**src/rtl/audio_gain_stage_if.sv**
```systemverilog
// Sample/gain bus between the I2S data interface and the gain stage.
// master drives samples and gains; slave is the gain stage itself.
interface audio_gain_stage_if #(
  parameter int unsigned DATA_W = 24,
  parameter int unsigned GAIN_W = 8
);
  logic [DATA_W-1:0] audio_l_in;
  logic [DATA_W-1:0] audio_r_in;
  logic              new_sample;
  logic [GAIN_W-1:0] gain_l;
  logic [GAIN_W-1:0] gain_r;
  logic              mute;
  logic [DATA_W-1:0] audio_l_out;
  logic [DATA_W-1:0] audio_r_out;
  logic              out_valid;
  logic              clip_l;
  logic              clip_r;
  logic              overrun;

  modport master (
    output audio_l_in, audio_r_in, new_sample, gain_l, gain_r, mute,
    input  audio_l_out, audio_r_out, out_valid, clip_l, clip_r, overrun
  );

  modport slave (
    input  audio_l_in, audio_r_in, new_sample, gain_l, gain_r, mute,
    output audio_l_out, audio_r_out, out_valid, clip_l, clip_r, overrun
  );
endinterface

```
**src/rtl/audio_gain_stage.sv**
```systemverilog
// Ramped stereo gain stage with mute and saturation; one multiplier is
// time-shared between the left and right channels by a five-state FSM.
module audio_gain_stage #(
  parameter int unsigned DATA_W    = 24,
  parameter int unsigned GAIN_W    = 8,
  parameter int unsigned RAMP_STEP = 4
) (
  input logic               i_clk,
  input logic               i_rst,
  audio_gain_stage_if.slave io_agc
);

  localparam int unsigned ProdW = DATA_W + GAIN_W + 1;
  localparam int unsigned FracW = GAIN_W - 1;

  typedef enum logic [2:0] {StIdle, StRamp, StMulL, StMulR, StDone} state_e;

  state_e r_state, w_state_d;

  logic [DATA_W-1:0] r_smp_l, r_smp_r;
  logic [GAIN_W-1:0] r_cur_l, r_cur_r;
  logic [DATA_W-1:0] r_res_l, r_res_r;
  logic              r_cl_l, r_cl_r;
  logic [DATA_W-1:0] r_out_l, r_out_r;
  logic              r_out_valid, r_clip_l, r_clip_r, r_overrun;

  logic [GAIN_W-1:0]       w_tgt_l, w_tgt_r;
  logic signed [ProdW-1:0] w_mul_a, w_mul_b, w_prod, w_shift;
  logic [ProdW-DATA_W:0]   w_hi;
  logic                    w_ovf;
  logic [DATA_W-1:0]       w_sat;

  // Move cur toward tgt by at most RAMP_STEP; the extra bit keeps 0 and 255 from wrapping.
  function automatic logic [GAIN_W-1:0] ramp_gain(input logic [GAIN_W-1:0] cur,
                                                  input logic [GAIN_W-1:0] tgt);
    logic [GAIN_W:0]   cur_x, tgt_x, step_x;
    logic [GAIN_W-1:0] res;
    cur_x  = {1'b0, cur};
    tgt_x  = {1'b0, tgt};
    step_x = (GAIN_W+1)'(RAMP_STEP);
    res    = cur;
    if (cur_x < tgt_x) begin
      res = (cur_x + step_x >= tgt_x) ? tgt : cur + GAIN_W'(RAMP_STEP);
    end else if (cur_x > tgt_x) begin
      res = (cur_x >= tgt_x + step_x) ? cur - GAIN_W'(RAMP_STEP) : tgt;
    end
    return res;
  endfunction

  assign w_tgt_l = io_agc.mute ? '0 : io_agc.gain_l;
  assign w_tgt_r = io_agc.mute ? '0 : io_agc.gain_r;

  always_comb begin
    w_state_d = r_state;
    unique case (r_state)
      StIdle:  if (io_agc.new_sample) w_state_d = StRamp;
      StRamp:  w_state_d = StMulL;
      StMulL:  w_state_d = StMulR;
      StMulR:  w_state_d = StDone;
      StDone:  w_state_d = StIdle;
      default: w_state_d = StIdle;
    endcase
  end

  // Shared multiplier: sample sign-extended, gain zero-extended (Q1.7 is unsigned).
  always_comb begin
    w_mul_a = '0;
    w_mul_b = '0;
    if (r_state == StMulR) begin
      w_mul_a = {{(ProdW-DATA_W){r_smp_r[DATA_W-1]}}, r_smp_r};
      w_mul_b = {{(ProdW-GAIN_W){1'b0}}, r_cur_r};
    end else begin
      w_mul_a = {{(ProdW-DATA_W){r_smp_l[DATA_W-1]}}, r_smp_l};
      w_mul_b = {{(ProdW-GAIN_W){1'b0}}, r_cur_l};
    end
  end

  assign w_prod  = w_mul_a * w_mul_b;
  assign w_shift = w_prod >>> FracW;
  // Result fits only if every bit above the output sign bit matches it.
  assign w_hi    = w_shift[ProdW-1:DATA_W-1];
  assign w_ovf   = !((&w_hi) || !(|w_hi));
  assign w_sat   = !w_ovf ? w_shift[DATA_W-1:0] :
                   w_shift[ProdW-1] ? {1'b1, {(DATA_W-1){1'b0}}} : {1'b0, {(DATA_W-1){1'b1}}};

  always_ff @(posedge i_clk) begin
    if (i_rst) begin
      r_state     <= StIdle;
      r_smp_l     <= '0;
      r_smp_r     <= '0;
      r_cur_l     <= '0;
      r_cur_r     <= '0;
      r_res_l     <= '0;
      r_res_r     <= '0;
      r_cl_l      <= 1'b0;
      r_cl_r      <= 1'b0;
      r_out_l     <= '0;
      r_out_r     <= '0;
      r_out_valid <= 1'b0;
      r_clip_l    <= 1'b0;
      r_clip_r    <= 1'b0;
      r_overrun   <= 1'b0;
    end else begin
      r_state     <= w_state_d;
      r_out_valid <= 1'b0;
      r_clip_l    <= 1'b0;
      r_clip_r    <= 1'b0;
      if (r_state != StIdle && io_agc.new_sample) r_overrun <= 1'b1;
      unique case (r_state)
        StIdle: begin
          if (io_agc.new_sample) begin
            r_smp_l <= io_agc.audio_l_in;
            r_smp_r <= io_agc.audio_r_in;
          end
        end
        StRamp: begin
          r_cur_l <= ramp_gain(r_cur_l, w_tgt_l);
          r_cur_r <= ramp_gain(r_cur_r, w_tgt_r);
        end
        StMulL: begin
          r_res_l <= w_sat;
          r_cl_l  <= w_ovf;
        end
        StMulR: begin
          r_res_r <= w_sat;
          r_cl_r  <= w_ovf;
        end
        StDone: begin
          r_out_l     <= r_res_l;
          r_out_r     <= r_res_r;
          r_out_valid <= 1'b1;
          r_clip_l    <= r_cl_l;
          r_clip_r    <= r_cl_r;
        end
        default: ;
      endcase
    end
  end

  assign io_agc.audio_l_out = r_out_l;
  assign io_agc.audio_r_out = r_out_r;
  assign io_agc.out_valid   = r_out_valid;
  assign io_agc.clip_l      = r_clip_l;
  assign io_agc.clip_r      = r_clip_r;
  assign io_agc.overrun     = r_overrun;

endmodule
```
**src/flat_wrapper.sv**
```systemverilog
// flat-port wrapper written by rule: the top's interface ports become plain ports
module audio_gain_stage_flat 
#(
  parameter int unsigned DATA_W    = 24,
  parameter int unsigned GAIN_W    = 8,
  parameter int unsigned RAMP_STEP = 4
)
  (i_clk, i_rst, io_agc_audio_l_in, io_agc_audio_r_in, io_agc_new_sample, io_agc_gain_l, io_agc_gain_r, io_agc_mute, io_agc_audio_l_out, io_agc_audio_r_out, io_agc_out_valid, io_agc_clip_l, io_agc_clip_r, io_agc_overrun);
  audio_gain_stage_if #(.DATA_W(DATA_W), .GAIN_W(GAIN_W)) io_agc_i ();
  input logic i_clk;
  input logic i_rst;
  input wire logic [$bits(io_agc_i.audio_l_in)-1:0] io_agc_audio_l_in;
  input wire logic [$bits(io_agc_i.audio_r_in)-1:0] io_agc_audio_r_in;
  input wire logic [$bits(io_agc_i.new_sample)-1:0] io_agc_new_sample;
  input wire logic [$bits(io_agc_i.gain_l)-1:0] io_agc_gain_l;
  input wire logic [$bits(io_agc_i.gain_r)-1:0] io_agc_gain_r;
  input wire logic [$bits(io_agc_i.mute)-1:0] io_agc_mute;
  output wire logic [$bits(io_agc_i.audio_l_out)-1:0] io_agc_audio_l_out;
  output wire logic [$bits(io_agc_i.audio_r_out)-1:0] io_agc_audio_r_out;
  output wire logic [$bits(io_agc_i.out_valid)-1:0] io_agc_out_valid;
  output wire logic [$bits(io_agc_i.clip_l)-1:0] io_agc_clip_l;
  output wire logic [$bits(io_agc_i.clip_r)-1:0] io_agc_clip_r;
  output wire logic [$bits(io_agc_i.overrun)-1:0] io_agc_overrun;
  assign io_agc_i.audio_l_in = io_agc_audio_l_in;
  assign io_agc_i.audio_r_in = io_agc_audio_r_in;
  assign io_agc_i.new_sample = io_agc_new_sample;
  assign io_agc_i.gain_l = io_agc_gain_l;
  assign io_agc_i.gain_r = io_agc_gain_r;
  assign io_agc_i.mute = io_agc_mute;
  assign io_agc_audio_l_out = io_agc_i.audio_l_out;
  assign io_agc_audio_r_out = io_agc_i.audio_r_out;
  assign io_agc_out_valid = io_agc_i.out_valid;
  assign io_agc_clip_l = io_agc_i.clip_l;
  assign io_agc_clip_r = io_agc_i.clip_r;
  assign io_agc_overrun = io_agc_i.overrun;
  audio_gain_stage #(.DATA_W(DATA_W), .GAIN_W(GAIN_W), .RAMP_STEP(RAMP_STEP)) u_core (.i_clk(i_clk), .i_rst(i_rst), .io_agc(io_agc_i));
endmodule
```
**config.mk**
```make
export PLATFORM = sky130hd
export DESIGN_NAME = audio_gain_stage_flat
export DESIGN_NICKNAME = d
export VERILOG_FILES = /design/src/rtl/audio_gain_stage_if.sv /design/src/rtl/audio_gain_stage.sv /design/src/flat_wrapper.sv
export SDC_FILE = /design/constraint.sdc
export NUM_CORES = 1
export LEC_CHECK = 0
export CORE_ASPECT_RATIO = 1.1
export CORE_UTILIZATION = 60
export CTS_BUF_LIST = sky130_fd_sc_hd__clkbuf_2 sky130_fd_sc_hd__clkbuf_4 sky130_fd_sc_hd__clkbuf_8
export DETAILED_ROUTE_END_ITERATION = 8
export PLACE_DENSITY_LB_ADDON = 0.12
export SETUP_SLACK_MARGIN = 0.3
export SLEW_MARGIN = 40
export SYNTH_ARGS = -nofsm -noshare
export SYNTH_HDL_FRONTEND = slang
export SYNTH_SLANG_ARGS = --single-unit
export TNS_END_PERCENT = 100
```
**constraint.sdc**
```tcl
create_clock -name i_clk -period 9.1 [get_ports i_clk]
set_clock_uncertainty 0.2 [all_clocks]
set_input_delay 2.73 -clock i_clk [delete_from_list [all_inputs] [get_ports i_clk]]
set_output_delay 2.73 -clock i_clk [all_outputs]
set_load 0.005 [all_outputs]
```
# Word level (Yosys, flattened, before mapping)
# Index checks and enable logic that the tools add are counted.
dict set report op_classes {
  n_div 0
  n_addsub 8
  n_shift 0
  mux 17
  n_lt_le_gt_ge 8
  bitwise_logic 1
  n_mul 1
  reduce_logical 14
  eq_ne 5
}
# operator count
set ops {}
lappend ops {{$mux 8} 11}
lappend ops {{$mux 24} 2}
lappend ops {{$add 8x3->9 const B} 4}
lappend ops {{$mul 33x9->33} 1}
lappend ops {{$mux 33} 1}
lappend ops {{$ge 8x9->1} 2}
lappend ops {{$ge 9x8->1} 2}
lappend ops {{$add 8x3->8 const B} 2}
lappend ops {{$gt 8x8->1} 2}
lappend ops {{$lt 8x8->1} 2}
lappend ops {{$sub 8x3->8 const B} 2}
lappend ops {{$pmux 3 s4} 1}
lappend ops {{$eq 3x2->1 const B} 2}
lappend ops {{$reduce_and 2->1} 3}
lappend ops {{$reduce_bool 2->1} 2}
lappend ops {{$eq 3x1->1 const B} 1}
lappend ops {{$eq 3x3->1 const B} 1}
lappend ops {{$logic_not 3->1} 1}
lappend ops {{$mux 3} 1}
lappend ops {{$reduce_and 3->1} 1}
lappend ops {{$reduce_bool 3->1} 1}
lappend ops {{$reduce_or 3->1} 1}
lappend ops {{$logic_not 1->1} 2}
lappend ops {{$ne 2x2->1 const B} 1}
lappend ops {{5 further kinds} 5}
dict set report totals {
  wordCells 69
  n_memories 0
  ramBits 0
  latch_bits 0
  inputBits 68
  out_inout_bits 52
  regBits 169
  romBits 0
}

# Depth between registers and ports, before layout
dict set report depth {
  ltp_word 7
  ltp_mapped 28
  ltp_nobuf 24
}

# Least setup slack after synthesis
# No wires, ideal clock.
dict set report synth_timing {
  path_type {reg-to-reg}
  startpoint {reg u_core.r_state[2]}
  endpoint {reg u_core.r_res_r[10]}
  slack_ns 2.417
  required_time_ns 8.819
  setup_time_ns 0.081
  n_path_buf 6
  stages_incl_launch_ff 28
  synth_period_minus_slack_ns 6.683
  arrival_time_ns 6.402
  path_cell_list {dfxtp_1 buf_6 nand3b_4 buf_2 clkbuf_1 buf_1 nand2_1 nand2_1 nand2_1 fa_1 inv_1 fa_1 fa_1 inv_1 fa_1 inv_1 ha_1 clkbuf_1 a21oi_1 o211ai_1 nand2_1 a22oi_1 mux2i_1 o311ai_4 a21oi_4 nor2_8 buf_6 a211oi_2}
}
dict set report synth_via {
  elab_chain_len 7
  elab_cells_between_ends 10
  classes_between {mul: 1; eq/ne: 1; mux: 4; reduce/logical: 4}
}
# element line_no
set synth_lines {}
lappend synth_lines {{start: declaration} audio_gain_stage.sv:18} ;# state_e r_state, w_state_d;
lappend synth_lines {{start signal: assignment} audio_gain_stage.sv:88} ;# r_state <= StIdle;
lappend synth_lines {{start signal: assignment} audio_gain_stage.sv:104} ;# r_state <= w_state_d;
lappend synth_lines {{$eq 3x2->1 (*)} {audio_gain_stage.sv:69, audio_gain_stage.sv:109}}
lappend synth_lines {{$mux 33 or $mux 8 (tied branches)} audio_gain_stage.sv:69} ;# if (r_state == StMulR) begin
lappend synth_lines {{$mul 33x9->33} audio_gain_stage.sv:78} ;# assign w_prod = w_mul_a * w_mul_b;
lappend synth_lines {{$reduce_or 3->1} audio_gain_stage.sv:82} ;# assign w_ovf = !((&w_hi) || !(|w_hi));
lappend synth_lines {{$logic_not 1->1} audio_gain_stage.sv:82}
lappend synth_lines {{$logic_or 1x1->1} audio_gain_stage.sv:82}
lappend synth_lines {{$mux 24} audio_gain_stage.sv:83} ;# assign w_sat = !w_ovf ? w_shift[DATA_W-1:0] :
lappend synth_lines {{end signal: assignment} audio_gain_stage.sv:125} ;# r_res_r <= w_sat;
lappend synth_lines {{end: declaration} audio_gain_stage.sv:22} ;# logic [DATA_W-1:0] r_res_l, r_res_r;
# Every way passes the cells marked *; elsewhere a longest branch is shown, timed or not.
# A chain may end at the register's enable or synchronous reset.

# Worst setup path after layout
dict set report layout_timing {
  startpoint {reg u_core.r_state[0]}
  endpoint {reg u_core.r_res_r[14]}
}
# Same word-level chain as after synthesis.

==> run summary <==
status: finished clean
syn_area_per_cell: 7.97 um2
# IOs: 120
Final Hold Fails: 0
first-pass GRT wire length: 61,700 um
full die area: 25,900 um2
clock share of power: 26.4%
worst skew pair latency: 0.46 ns
routed vias: 12,700
crit path DAT: 8.01 ns
Post-synth EDFFs: 0
FF+latch count, synth: 169
post-route antenna net violation count: 0
min-delay src: u_core.r_res_l[17]
Critical Path Sink Type: flip-flop
Pleak: 7.63 nW
final RePlAce weighted congestion: 0.927
final setup fails: 0
Design Area, Final: 16,800 um2
compound-cell area share of the yosys netlist: 14.6%
DRT iter0 DRCs: 778
core area: 24,600 um2
RSZ-0062 raised after global routing: false
Worst Path Required: 9.29 ns
met3 track utilization from global routing: 3.35%
post_cts resized: 0
Nets: 2,278
clock-pin slew on the worst setup and hold paths: 0.12 ns
Fmax achieved: 128 MHz
initial antenna violation count: 1
measured slew at the worst slew-check pin: 0.855 ns
Root Driver: clkbuf_8
vias per inst: 5.59
fraction of synthesized cell area in xor and xnor cells: 2.99%
Synth Area in Adders: 28.6%
placed cells: 2,243
PortBufs: 119
Max Slew Vio Count: 0
gr ovfl total: 0
post-cts hold buffer count: 0
post-CTS setup buffers: 0
main combinational cell family by area after synthesis: adder cells
post-synthesis mux area share: 2.40%
initial core utilization: 61.5%
TritonRoute pass-1 iters: 6
Crit Path Max Fanout: 26
Post-Syn Nets: 2,225
die width: 153 um
CTS tree: done
Post-DP HPWL: 28,500 um
clk buf depth: 2
met1 Use GR: 37.0%
routed length per instance: 15.9 um
final non-filler cell total: 2,277
setup_tns: 0 ns
vias in the first global route: 12,700
Max Cap Violations: 0
min-delay worst type: reg2reg
Simple-Gate Fraction of Synth Area: 20.1%
relative slew slack: 42.6%
H-tree levels: 4
Num CTS Buffers: 17
Reg power frac: 41.1%
Site Rows: 60
crit path launch: u_core.r_state[0]
kind of critical path: reg2reg
Detailed Route WL: 36,200 um
Synth Cell Area: 15,100 um2
maximum vdd ir drop: 91.1 uV
ys flop type: dfxtp_1
DRC: 0
busiest grt layer: met2
min cycle time layout: 7.82 ns
Placement Cell Area: 16,400 um2
Worst R2R Start: u_core.r_state[0]
Clock Sinks: 169
Seq/Total Area, Yosys: 22.3%
Mapped Cells: 1,900
P_int: 0.00125 W
GRT Util Overall: 29.5%
Critical Path Start Type: flip-flop
switching share of power: 39.0%
combinational share of power: 32.5%
Netlist cell types: 75
Die Ht: 169 um
area growth from synthesis to layout: 11.2%
total net switching power: 0.000799 W
largest net degree at the start of global routing: 71
met2 Usage GRT: 51.9%
most common cell after layout, fill and taps aside: nand2_1
Final period util: 86.0%
Synth Warn #: 0
layout cell share with drive strength beyond 1: 5.95%
PD cells: 121 nW/um2
Async SR Flop Fraction: 0%
most frequent cells in the layout: nand2_1, inv_1, dfxtp_1, a21oi_1
critical path: stages (launching register included):
cell      delay, ns
dfxtp_1        0.58
nand2_1        0.16
nor2_4         0.54
buf_4          0.40
nand2_1        0.09
nand2_1        0.32
nand2_1        0.14
fa_1           0.55
fa_1           0.49
inv_1          0.05
fa_1           0.53
inv_1          0.05
fa_1           0.53
inv_1          0.04
ha_1           0.41
nand3_1        0.17
nor4_1         0.51
a311oi_2       0.25
o21ai_2        0.30
a31oi_2        0.16
xor2_2         0.21
o21ai_4        0.55
nand2_1        0.24
a211oi_2       0.27
layout make-up:
| class | count | area, um2 |
|---|---|---|
| Tap cell | 310 | 388 |
| Multi-Input combinational cell | 1390 | 10400 |
| Antenna cell | 1 | 2.50 |
| Fill cell | 2061 | 7780 |
| Inverter | 240 | 901 |
| Sequential cell | 169 | 3380 |
| Timing Repair Buffer | 135 | 1320 |
| Clock inverter | 14 | 156 |
| Clock buffer | 18 | 248 |
layer usage:
metal	vias up	routed length, um
li1	6208	-
met4	0	1230
met2	383	17800
met1	6069	15400
met5	-	0
met3	73	1710
flip-flops by register name (all words and copies together) (netlist names), 3 cells and up:
name,cells
u_core.io_agc.audio_l_out,24
u_core.io_agc.audio_r_out,24
u_core.r_res_l,24
u_core.r_res_r,24
u_core.r_smp_l,24
u_core.r_smp_r,24
u_core.r_cur_l,8
u_core.r_cur_r,8
u_core.r_state,3
power by group through the flow:
stage	logic, W	clock network [W]	registers [W]
after global routing	0.000749	0.000585	0.000846
after global placement	0.000644	0	0.000854
after detailed placement	0.000657	0	0.000856
after CTS	0.000661	0.000551	0.000839
after floorplan	0.000507	0	0.000827
final	0.000665	0.000540	0.000841
cell usage after synthesis, drive strengths merged, types with 28 or more instances:
| master | instances | area, um2 |
|---|---|---|
| fa | 149 | 2980 |
| ha | 108 | 1350 |
| o21ai | 55 | 290 |
| nand3 | 28 | 140 |
| dfxtp | 169 | 3380 |
| inv | 240 | 901 |
| a211oi | 29 | 323 |
| mux2i | 34 | 353 |
| nor2 | 152 | 603 |
| a21oi | 174 | 965 |
| clkbuf | 85 | 319 |
| nand2 | 431 | 1620 |
| nand2b | 28 | 175 |
| xnor2 | 36 | 323 |
cell families (layout without fill, tap and decap cells):
group           after synthesis  in the layout
mux                          35             35
flops                       169            169
simple gates                715            715
compound gates              333            333
fa+ha+maj                   257            257
buf+inv                     341            407
other cells                   0              1
xor+xnor                     50             50
through the flow:
| stage | util [%] | hold WS (ns) | setup slack [ns] | power [W] |
|---|---|---|---|---|
| after detailed placement | 66.6 | 0.243 | 1.28 | 0.00151 |
| final | 68.4 | 0.245 | 1.28 | 0.00205 |
| after CTS | 68.3 | 0.253 | 1.26 | 0.00205 |
| after floorplan | - | 0.229 | 2.42 | 0.00133 |
| after global routing | 68.4 | 0.260 | 0.885 | 0.00218 |
| after global placement | 66.6 | 0.243 | 1.48 | 0.00150 |
final timing paths:
check,to,cells after the start,slack [ns]
setup reg to reg,u_core.r_res_r[14],23,1.28
setup / recovery,u_core.r_res_r[14],23,1.28
hold / removal,u_core.io_agc.audio_l_out[17],2,0.25
hold reg to reg,u_core.io_agc.audio_l_out[17],2,0.25
Note: power is estimated with default switching activity, not from simulation.
